--- src/rtl/ex_wb_backend_if.sv ---
// rtl/ex_wb_backend_if.sv - ID/EX pipeline register bundle feeding the EX/WB backend
interface ex_wb_backend_if #(
  parameter int DATA_W = 8,
  parameter int REG_AW = 3
);
  logic              ID_EX_RegWrite;
  logic              ID_EX_ALUSrc;
  logic [DATA_W-1:0] ID_EX_Read_Data;
  logic [DATA_W-1:0] ID_EX_Imm_Data;
  logic [REG_AW-1:0] ID_EX_Read_Reg_Num;
  logic [REG_AW-1:0] ID_EX_Write_Reg_Num;

  modport master (
    output ID_EX_RegWrite, ID_EX_ALUSrc, ID_EX_Read_Data,
           ID_EX_Imm_Data, ID_EX_Read_Reg_Num, ID_EX_Write_Reg_Num
  );

  modport slave (
    input ID_EX_RegWrite, ID_EX_ALUSrc, ID_EX_Read_Data,
          ID_EX_Imm_Data, ID_EX_Read_Reg_Num, ID_EX_Write_Reg_Num
  );
endinterface

--- src/rtl/ex_wb_backend.sv ---
// rtl/ex_wb_backend.sv - EX/WB backend: forwarding, result select, EX/WB register, regfile
module ex_wb_backend #(
  parameter int DATA_W = 8,
  parameter int REG_AW = 3,
  parameter int CNT_W  = 16
) (
  input  logic              Clk,
  input  logic              Reset,
  ex_wb_backend_if.slave    id_ex,
  input  logic [REG_AW-1:0] ID_Read_Reg_Num,
  output logic [DATA_W-1:0] ID_Read_Data,
  output logic              EX_WB_RegWrite,
  output logic [REG_AW-1:0] EX_WB_Write_Reg_Num,
  output logic [DATA_W-1:0] EX_WB_Result,
  output logic              Fwd_Active,
  output logic [CNT_W-1:0]  Retire_Count,
  input  logic [REG_AW-1:0] Dbg_Reg_Sel,
  output logic [DATA_W-1:0] Dbg_Reg_Data
);
  localparam int NREG = 1 << REG_AW;

  logic              ex_wb_reg_write_q, ex_wb_reg_write_d;
  logic [REG_AW-1:0] ex_wb_write_reg_num_q, ex_wb_write_reg_num_d;
  logic [DATA_W-1:0] ex_wb_result_q, ex_wb_result_d;
  logic [CNT_W-1:0]  retire_count_q, retire_count_d;
  logic [DATA_W-1:0] regfile_q [NREG];
  logic [DATA_W-1:0] regfile_d [NREG];

  logic              fwd_active;
  logic [DATA_W-1:0] operand;

  always_comb begin
    // Forwarding ignores ALUSrc on purpose: the flag reports the hazard, not its use.
    fwd_active = ex_wb_reg_write_q && (ex_wb_write_reg_num_q == id_ex.ID_EX_Read_Reg_Num);
    operand    = fwd_active ? ex_wb_result_q : id_ex.ID_EX_Read_Data;

    ex_wb_reg_write_d     = id_ex.ID_EX_RegWrite;
    ex_wb_write_reg_num_d = id_ex.ID_EX_Write_Reg_Num;
    ex_wb_result_d        = id_ex.ID_EX_ALUSrc ? id_ex.ID_EX_Imm_Data : operand;

    regfile_d      = regfile_q;
    retire_count_d = retire_count_q;
    if (ex_wb_reg_write_q) begin
      regfile_d[ex_wb_write_reg_num_q] = ex_wb_result_q;
      retire_count_d                   = retire_count_q + CNT_W'(1);
    end
  end

  always_ff @(posedge Clk or posedge Reset) begin
    if (Reset) begin
      ex_wb_reg_write_q     <= 1'b0;
      ex_wb_write_reg_num_q <= '0;
      ex_wb_result_q        <= '0;
      retire_count_q        <= '0;
      for (int i = 0; i < NREG; i++) begin
        regfile_q[i] <= '0;
      end
    end else begin
      ex_wb_reg_write_q     <= ex_wb_reg_write_d;
      ex_wb_write_reg_num_q <= ex_wb_write_reg_num_d;
      ex_wb_result_q        <= ex_wb_result_d;
      retire_count_q        <= retire_count_d;
      regfile_q             <= regfile_d;
    end
  end

  // Write-through bypass closes the WB-to-ID hazard without regfile read-during-write ordering.
  assign ID_Read_Data = (ex_wb_reg_write_q && (ex_wb_write_reg_num_q == ID_Read_Reg_Num))
                        ? ex_wb_result_q : regfile_q[ID_Read_Reg_Num];

  assign Dbg_Reg_Data        = regfile_q[Dbg_Reg_Sel];
  assign EX_WB_RegWrite      = ex_wb_reg_write_q;
  assign EX_WB_Write_Reg_Num = ex_wb_write_reg_num_q;
  assign EX_WB_Result        = ex_wb_result_q;
  assign Fwd_Active          = fwd_active;
  assign Retire_Count        = retire_count_q;
endmodule

--- src/flat_wrapper.sv ---
// flat-port wrapper written by rule: the top's interface ports become plain ports
module ex_wb_backend_flat 
#(
  parameter int DATA_W = 8,
  parameter int REG_AW = 3,
  parameter int CNT_W  = 16
)
  (Clk, Reset, ID_Read_Reg_Num, ID_Read_Data, EX_WB_RegWrite, EX_WB_Write_Reg_Num, EX_WB_Result, Fwd_Active, Retire_Count, Dbg_Reg_Sel, Dbg_Reg_Data, id_ex_ID_EX_RegWrite, id_ex_ID_EX_ALUSrc, id_ex_ID_EX_Read_Data, id_ex_ID_EX_Imm_Data, id_ex_ID_EX_Read_Reg_Num, id_ex_ID_EX_Write_Reg_Num);
  ex_wb_backend_if #(.DATA_W(DATA_W), .REG_AW(REG_AW)) id_ex_i ();
  input  logic Clk;
  input  logic Reset;
  input  logic [REG_AW-1:0] ID_Read_Reg_Num;
  output logic [DATA_W-1:0] ID_Read_Data;
  output logic EX_WB_RegWrite;
  output logic [REG_AW-1:0] EX_WB_Write_Reg_Num;
  output logic [DATA_W-1:0] EX_WB_Result;
  output logic Fwd_Active;
  output logic [CNT_W-1:0] Retire_Count;
  input  logic [REG_AW-1:0] Dbg_Reg_Sel;
  output logic [DATA_W-1:0] Dbg_Reg_Data;
  input wire logic [$bits(id_ex_i.ID_EX_RegWrite)-1:0] id_ex_ID_EX_RegWrite;
  input wire logic [$bits(id_ex_i.ID_EX_ALUSrc)-1:0] id_ex_ID_EX_ALUSrc;
  input wire logic [$bits(id_ex_i.ID_EX_Read_Data)-1:0] id_ex_ID_EX_Read_Data;
  input wire logic [$bits(id_ex_i.ID_EX_Imm_Data)-1:0] id_ex_ID_EX_Imm_Data;
  input wire logic [$bits(id_ex_i.ID_EX_Read_Reg_Num)-1:0] id_ex_ID_EX_Read_Reg_Num;
  input wire logic [$bits(id_ex_i.ID_EX_Write_Reg_Num)-1:0] id_ex_ID_EX_Write_Reg_Num;
  assign id_ex_i.ID_EX_RegWrite = id_ex_ID_EX_RegWrite;
  assign id_ex_i.ID_EX_ALUSrc = id_ex_ID_EX_ALUSrc;
  assign id_ex_i.ID_EX_Read_Data = id_ex_ID_EX_Read_Data;
  assign id_ex_i.ID_EX_Imm_Data = id_ex_ID_EX_Imm_Data;
  assign id_ex_i.ID_EX_Read_Reg_Num = id_ex_ID_EX_Read_Reg_Num;
  assign id_ex_i.ID_EX_Write_Reg_Num = id_ex_ID_EX_Write_Reg_Num;
  ex_wb_backend #(.DATA_W(DATA_W), .REG_AW(REG_AW), .CNT_W(CNT_W)) u_core (.Clk(Clk), .Reset(Reset), .id_ex(id_ex_i), .ID_Read_Reg_Num(ID_Read_Reg_Num), .ID_Read_Data(ID_Read_Data), .EX_WB_RegWrite(EX_WB_RegWrite), .EX_WB_Write_Reg_Num(EX_WB_Write_Reg_Num), .EX_WB_Result(EX_WB_Result), .Fwd_Active(Fwd_Active), .Retire_Count(Retire_Count), .Dbg_Reg_Sel(Dbg_Reg_Sel), .Dbg_Reg_Data(Dbg_Reg_Data));
endmodule
--- config.mk ---
export PLATFORM = sky130hd
export DESIGN_NAME = ex_wb_backend_flat
export DESIGN_NICKNAME = d
export VERILOG_FILES = /design/src/rtl/ex_wb_backend_if.sv /design/src/rtl/ex_wb_backend.sv /design/src/flat_wrapper.sv
export SDC_FILE = /design/constraint.sdc
export NUM_CORES = 1
export LEC_CHECK = 0
export CORE_UTILIZATION = 45
export CTS_BUF_LIST = sky130_fd_sc_hd__clkbuf_16
export DETAILED_ROUTE_END_ITERATION = 12
export DONT_BUFFER_PORTS = 1
export GPL_TIMING_DRIVEN = 0
export HOLD_SLACK_MARGIN = 0.1
export MAX_ROUTING_LAYER = met4
export SLEW_MARGIN = 30
export SYNTH_ARGS = -nofsm -noshare
export SYNTH_HDL_FRONTEND = slang
export SYNTH_SLANG_ARGS = --single-unit
--- constraint.sdc ---
create_clock -name Clk -period 3.8 [get_ports Clk]
set_input_delay 1.14 -clock Clk [delete_from_list [all_inputs] [get_ports Clk]]
set_output_delay 1.14 -clock Clk [all_outputs]
set_load 0.01 [all_outputs]
==> flow_summary.ini <==
[status]
outcome = complete, no violations

[worst_setup_path]
cp_cell_sequence = clkbuf_1, buf_2, mux4_1, mux2_2
path_class = input pin to primary output
slowest_stage = mux4_1
arrival_ns = 2.55
max_stage_delay_ns = 0.38
worstPathRequired_ns = 2.66
path_max_fanout = 10
start_kind = input pin
crit_path_end_kind = primary output

[placed_design]
gp_congestion = 0.788
portBuffers = 0
dp_hpwl_um = 7690
postPlaceCellArea_um2 = 5060

[cts]
postCtsHoldBufs = 0
clock_sinks = 92
cts-root-buf = clkbuf_16
cts_tree = done
htreeDepth = 3
numCtsBuffers = 9
clk_pin_slew_worst_paths_ns = 0.06
clk_path_buf_depth = 2
clock_latency_ns = 0.33

[detailed_routing]
wl_per_cell_um = 22.4
drt-total-wl_um = 10800
detail-route-antenna-nets = 0
drt_iter0_markers = 122
viasPerCell = 5.95
drt_drc_violations_left = 0
firstDrtPassIters = 4
vias = 2863

[sta]
period_share_pct = 97.1
max_freq_mhz = 271
holdWs_ns = 0.527
fin_skew_ns = 0.00518
drv_slew = 0
rsz0062_at_grt = true
hold_viol_final = 0
setup_viol = 0
layout_min_cycle_time_ns = 3.69
tightest_slew_ns = 0.568
relSlewSlack_pct = 62.0

[global_routing]
grt_pass1_wl_um = 17400
track_usage_pct = 21.6
grt.overflow.total = 0
antenna_found_initial = 0
grt_max_degree = 67
first_global_vias = 2956

[logic_synthesis]
synthTopCellsByArea = dfrtp_1, mux2_2, mux4_1, mux4_2, mux2i_1
ys_warn_count = 0
avgSynthCellArea_um2 = 14.8
synth_cells = 329
synth_edf_count = 0
synthDistinctLibCells = 30
synth_flop_cell = dfrtp_1
ys_seq_area_share_pct = 47.4
syn_area_um2 = 4850
synth_top_area_share_pct = 47.4
synth_nets = 362
ys_ff_latch = 92
async_flop_share_pct = 100
synth_top_area_cell = dfrtp_1

[power]
p_total_uw = 2910
ir_drop_mv = 0.271
p_per_area_nw_per_um2 = 543
p_leak_uw = 0.00238

[cells_and_area]
diodes = 0
seq_area_um2 = 2300
design_area_um2 = 5350
final_common_cell = dfrtp_1
layout.nets = 374
synthToLayoutAreaGrowth_pct = 10.2
drive_gt1_share_pct = 37.7
layout_common_cells = dfrtp_1, mux2_2, mux2i_1, mux4_2, mux4_1
fillers = 908
multi_input_area_um2 = 2390

[die]
rows = 37
design.portCount = 77
die_y_um = 106
die_w_um = 106
die_area_um2 = 11200
initial_core_util_pct = 46.8
core_area_um2 = 10400

[flow_run]
max_cap_viol_count = 0

[min_path]
hp-class = flop to flop
## repair_timing
item                                    CTS  global route
endpoints found under the setup margin    0             5
setup buffers                             0             0
resized for setup                         0             2
## critical path: cells and delay by family
kind / cells / cell delay, ns
mux: 2 / 0.71
buf+inv: 2 / 0.69
## worst paths after layout
kind | depth (start not counted) | from | end | slack, ns
worst min-delay path | 1 | u_core.regfile_q[18]$_DFFE_PP0P_ | u_core.regfile_q[18]$_DFFE_PP0P_ | 0.53
worst min register to register | 1 | u_core.regfile_q[18]$_DFFE_PP0P_ | u_core.regfile_q[18]$_DFFE_PP0P_ | 0.53
max in group asynchronous | 2 | Reset | u_core.regfile_q[60]$_DFFE_PP0P_ | 2.56
worst max-delay path | 4 | Dbg_Reg_Sel[1] | Dbg_Reg_Data[4] | 0.11
worst max register to register | 4 | u_core.EX_WB_Write_Reg_Num[0]$_DFF_PP0_ | u_core.regfile_q[41]$_DFFE_PP0P_ | 1.94
min in group asynchronous | 1 | Reset | u_core.Retire_Count[14]$_DFFE_PP0P_ | 0.63
## Yosys cell counts, drive strengths merged (3+ instances only)
cell,n
nor2,11
xor2,7
dfrtp,92
xnor2,14
nand4b,3
nor3,3
nand2,13
clkbuf,9
and3,4
nand3,3
buf,16
a21oi,8
o21ai,8
mux4,32
nand4,7
inv,3
mux2i,16
mux2,73
## cell type report
type	count	area share, %
well taps	136	3.18
flip-flops and latches	92	43.1
repair buffers	1	0.515
inverters	3	0.304
clock buffers	9	4.21
plain buffers	25	2.88
clock inverters	6	1.08
multi-input cells	209	44.8
## state kept, by name (all words and copies together), names as in the netlist
name / flops
u_core.EX_WB_Write_Reg_Num: 3
u_core.Retire_Count: 16
u_core.EX_WB_RegWrite: 1
u_core.regfile_q: 64
u_core.EX_WB_Result: 8
## layer usage
metal | up-vias | routed length (um) | GRT usage, % | share of wire (%)
met5 | - | 0 | - | 0
met4 | 0 | 167 | 5.85 | 1.6
met3 | 12 | 468 | 5.13 | 4.3
met2 | 67 | 5400 | 33.4 | 50
met1 | 1523 | 4730 | 28.5 | 44
li1 | 1261 | - | - | -
## kinds of logic after synthesis
kind of cell	share of synthesized area, %
flip-flops	47.4
adder cells (fa/ha/maj)	0.258
AO/OA/AOI/OAI	1.65
buffers and inverters	3.40
multiplexers	36.3
AND/OR/NAND/NOR	7.14
XOR/XNOR	3.79
## stage by stage
step                      worst slack [ns]  std cells  setup TNS, ns  utilization [%]
after global routing               -0.0191        481        -0.0430             51.6
after floorplan                      0.268        329              0                -
after global placement              -0.788        465         -71.80             48.4
after CTS                           0.0551        481              0             51.5
after detailed placement            0.0790        466              0             48.8
final                                0.110        481              0             51.6
## where the power goes
| part | internal (uW) | switching [uW] | total (uW) | leakage, uW |
|---|---|---|---|---|
| combinational | 378 | 264 | 642 | 0.00110 |
| sequential | 1190 | 202 | 1400 | 0.00114 |
| clock | 501 | 368 | 868 | 0.000138 |
(Power assumes the default switching activity.)
